### config.mk
export PLATFORM = sky130hd
export DESIGN_NAME = relu_unit_flat
export DESIGN_NICKNAME = d
export VERILOG_FILES = /design/src/rtl/relu_unit_if.sv /design/src/rtl/relu_unit.sv /design/src/flat_wrapper.sv
export SDC_FILE = /design/constraint.sdc
export NUM_CORES = 1
export LEC_CHECK = 0
export ABC_AREA = 1
export CORE_MARGIN = 2
export CORE_UTILIZATION = 34
export DETAILED_ROUTE_END_ITERATION = 8
export GPL_TIMING_DRIVEN = 0
export PLACE_DENSITY = 0.74
export SYNTH_ARGS = -nofsm -noshare
export SYNTH_HDL_FRONTEND = slang
export SYNTH_SLANG_ARGS = --single-unit
### constraint.sdc
create_clock -name clk -period 0.8 [get_ports clk]
set_clock_uncertainty 0.05 [all_clocks]
set_input_delay 0.2 -clock clk [delete_from_list [all_inputs] [get_ports clk]]
set_output_delay 0.2 -clock clk [all_outputs]
set_load 0.1 [all_outputs]
### src/rtl/relu_unit_if.sv
// Sample stream into and out of the ReLU stage: a data word qualified by a
// valid strobe in each direction, with no backpressure.
interface relu_unit_if #(
  parameter int DATA_W = 32
);
  logic signed [DATA_W-1:0] din;
  logic                     ivalid;
  logic                     ovalid;
  logic signed [DATA_W-1:0] dout;

  // Producer side: drives samples, observes results.
  modport master (
    output din,
    output ivalid,
    input  ovalid,
    input  dout
  );

  // ReLU stage side: consumes samples, produces results.
  modport slave (
    input  din,
    input  ivalid,
    output ovalid,
    output dout
  );
endinterface

### src/rtl/relu_unit.sv
// Pipelined signed ReLU (optionally ReLU-N) stage. The activation is
// evaluated in front of the first register; the remaining stages only
// delay the result so that latency is exactly PIPE_STAGES cycles.
module relu_unit #(
  parameter int                       DATA_W      = 32,
  parameter int                       PIPE_STAGES = 1,
  parameter bit                       CLIP_EN     = 1'b0,
  parameter logic signed [DATA_W-1:0] CLIP_MAX    = {1'b0, {(DATA_W-1){1'b1}}}
) (
  input  logic        clk,
  input  logic        rst,
  relu_unit_if.slave  bus
);

  logic signed [DATA_W-1:0] relu_d;

  // Activation: negatives clamp to zero, optional upper clip on the rest.
  always_comb begin
    relu_d = bus.din;
    if (bus.din[DATA_W-1]) begin
      relu_d = '0;
    end else if (CLIP_EN && (bus.din > CLIP_MAX)) begin
      relu_d = CLIP_MAX;
    end
  end

  genvar gi;
  generate
    for (gi = 0; gi < PIPE_STAGES; gi++) begin : g_stage
      logic signed [DATA_W-1:0] in_data;
      logic                     in_valid;
      logic signed [DATA_W-1:0] data_q;
      logic                     valid_q;

      if (gi == 0) begin : g_head
        assign in_data  = relu_d;
        assign in_valid = bus.ivalid;
      end else begin : g_tail
        assign in_data  = g_stage[gi-1].data_q;
        assign in_valid = g_stage[gi-1].valid_q;
      end

      // Data loads only with a valid sample, so idle cycles leave the
      // last result visible; the valid bit simply follows its input.
      always_ff @(posedge clk) begin
        if (rst) begin
          data_q  <= '0;
          valid_q <= 1'b0;
        end else begin
          valid_q <= in_valid;
          if (in_valid) begin
            data_q <= in_data;
          end
        end
      end
    end
  endgenerate

  assign bus.dout   = g_stage[PIPE_STAGES-1].data_q;
  assign bus.ovalid = g_stage[PIPE_STAGES-1].valid_q;

endmodule

### src/flat_wrapper.sv
// flat-port wrapper written by rule: the top's interface ports become plain ports
module relu_unit_flat 
#(
  parameter int                       DATA_W      = 32,
  parameter int                       PIPE_STAGES = 1,
  parameter bit                       CLIP_EN     = 1'b0,
  parameter logic signed [DATA_W-1:0] CLIP_MAX    = {1'b0, {(DATA_W-1){1'b1}}}
)
  (clk, rst, bus_din, bus_ivalid, bus_ovalid, bus_dout);
  relu_unit_if #(.DATA_W(DATA_W)) bus_i ();
  input  logic clk;
  input  logic rst;
  input wire logic [$bits(bus_i.din)-1:0] bus_din;
  input wire logic [$bits(bus_i.ivalid)-1:0] bus_ivalid;
  output wire logic [$bits(bus_i.ovalid)-1:0] bus_ovalid;
  output wire logic [$bits(bus_i.dout)-1:0] bus_dout;
  assign bus_i.din = bus_din;
  assign bus_i.ivalid = bus_ivalid;
  assign bus_ovalid = bus_i.ovalid;
  assign bus_dout = bus_i.dout;
  relu_unit #(.DATA_W(DATA_W), .PIPE_STAGES(PIPE_STAGES), .CLIP_EN(CLIP_EN), .CLIP_MAX(CLIP_MAX)) u_core (.clk(clk), .rst(rst), .bus(bus_i));
endmodule
==> out/results.ini <==
[synthesis]
synth_top_area_cell=dfxtp_1
synth_area_leaders=dfxtp_1, nand3_1, a21oi_1
synth_nets=177
synthArstFlopShare=0
synthFlopType=dfxtp_1
yosysWarnings=0
synth_edf_count=0
synthCells=142
netlist_area_um2=1260
synth_seq_area_share=0.507
avgSynthCellArea_um2=8.90
ys_ff_latch=32
synthDominantCellAreaShare=0.507
synth_cell_types=14

[timing]
setup_viol=32
finalHoldViolCount=0
period_share=1.33
min_period_ns=1.06
postLayoutSetupSlackWorst_ns=-0.265
fmax_mhz=939
rsz0062_at_grt=true
fin_setup_tns_ns=-8.10
drv_slew=0

[floorplan]
core-area_um2=3610
initial_utilization=0.350
die_w_um=65.0
io_pins=68
num_rows=22
fp.dieH_um=65.0
die-area_um2=4220

[route]
drc=0
ant_nets=0
routedWlPerCell_um=15.9
wl_mm=4.40
drt_first_pass_iters=4
top_layer_used=met4
drt-initial-drc-count=82
dr_wl_met2_mm=2.38
wl_met3_um=268
vias=1321
wl_met1_mm=1.65
vias_per_cell=4.77

[critical_path]
crit_arrival_ns=0.81
reg2reg_slack_ns=0.03
crit_type=reg -> out
path_delay_family=flip-flops
cp_slowest_stage_delay_ns=0.36
crit_fanout=2
cp.required_ns=0.55
crit_chain=buf_12
critPathSlowestCell=dfxtp_4
end_kind=primary output
crit_path_start_kind=flop
cp_num_buf_inv=1

[clock_tree]
clkTransAtPathRegs_ns=0.06
clock-sinks=32
ctsHtreeMaxLevel=2
cts-root-buf=clkbuf_8
clock_path_buffers=2
insertion_delay_ns=0.28
holdBufCountCts=0
cts_tree=built
cts_inserted_buffers=5

[final_layout]
stdcell_area_um2=2690
area_delta_synth_final_pct=113
drive_gt1_frac=0.585
nNetsFinal=266
antennaDiodeCount=0

[global_route]
track_usage=0.218
first_global_vias=1444
grt_pass1_wl_mm=6.93
gr-total-overflow=0
grt_max_degree=11
antenna_found_initial=0

[placed_design]
pre_cts_slack_ns=-0.916
place_hpwl_mm=2.63
gp_congestion=0.678
portBuffers=66
place_area_um2=2100

[worst_hold_path]
min_path_type=in -> reg

[power]
power.leakage_uw=0.00101
irDropWorstVdd_mv=1.17
powerDensity_nw_per_um2=1480
p_total_uw=3990

[status]
outcome=complete, but fails checks
violations=setup timing

[run]
maxCapViolCount=0

==> cells by family after synthesis <==
kind of cell,Yosys count,synth area share
buffers and inverters,15,0.102
DFF,32,0.507
AOI/OAI and AO/OA,31,0.152
other,1,0.00297
and+or+nand+nor,63,0.236
==> power by group <==
| group | internal [uW] | switching, uW |
|---|---|---|
| registers | 1590 | 66.6 |
| logic | 528 | 723 |
| clock network | 559 | 514 |
==> final cells by class <==
| class | instances | area (um2) |
|---|---|---|
| clock buffer | 5 | 68.8 |
| timing repair buffer | 82 | 1100 |
| buffer | 13 | 138 |
| sequential | 32 | 761 |
| multi-input combinational | 95 | 554 |
| inverter | 2 | 12.5 |
| tap | 48 | 60.1 |
| fill | 263 | 913 |
==> cell usage in the layout (no fill, tap or decap) <==
cell,instances
nand3_1,24
buf_12,32
clkdlybuf4s15_1,1
conb_1,1
clkbuf_4,1
a21oi_2,16
a21oi_1,15
nand2_1,21
nand2_2,10
buf_4,17
inv_4,2
clkdlybuf4s50_1,31
clkbuf_8,6
nand3_2,7
buf_2,1
nor2_1,1
dfxtp_4,32
dlygate4sd2_1,1
buf_6,10
==> synth_stat cells (2+ instances only) <==
cell and n:
a21oi_2 10, buf_6 9, clkbuf_1 2, nand2_1 22, nand3_1 31, dfxtp_1 32, nand2_2 9, a21oi_1 21
==> state kept, by name, indices dropped and copies added (netlist names) <==
register           cells
u_core.bus.ovalid      1
u_core.bus.dout       31
==> per-stage QoR <==
stage                     hold slack (ns)  utilization  cells
after floorplan                     0.203            -    142
after global placement              0.402        0.584    256
after detailed placement            0.407        0.584    256
after CTS                           0.263        0.715    270
after global routing                0.239        0.747    277
final                               0.218        0.747    277
==> per-layer routing <==
layer  up-vias  GRT usage
li1        649          -
met5         -          0
met2        45      0.387
met1       618      0.239
met3         9     0.0729
met4         0     0.0851
==> path summary, 6_finish.rpt <==
path | startpoint | depth (start not counted) | to
min | bus_ivalid | 3 | u_core.bus.dout[29]
max | u_core.bus.dout[8] | 1 | bus_dout[8]
max reg2reg | u_core.bus.dout[4] | 3 | u_core.bus.dout[4]
min reg2reg | u_core.bus.dout[18] | 2 | u_core.bus.dout[18]
==> what timing repair did <==
item / CTS / global route
cloned: 1 / 2
setup buffers: 8 / 6
pin swaps: 1 / 7
endpoints found under the setup margin: 64 / 61
hold endpoints to repair: 0 / 0
gates resized for setup: 301 / 23
(Power assumes the default switching activity.)
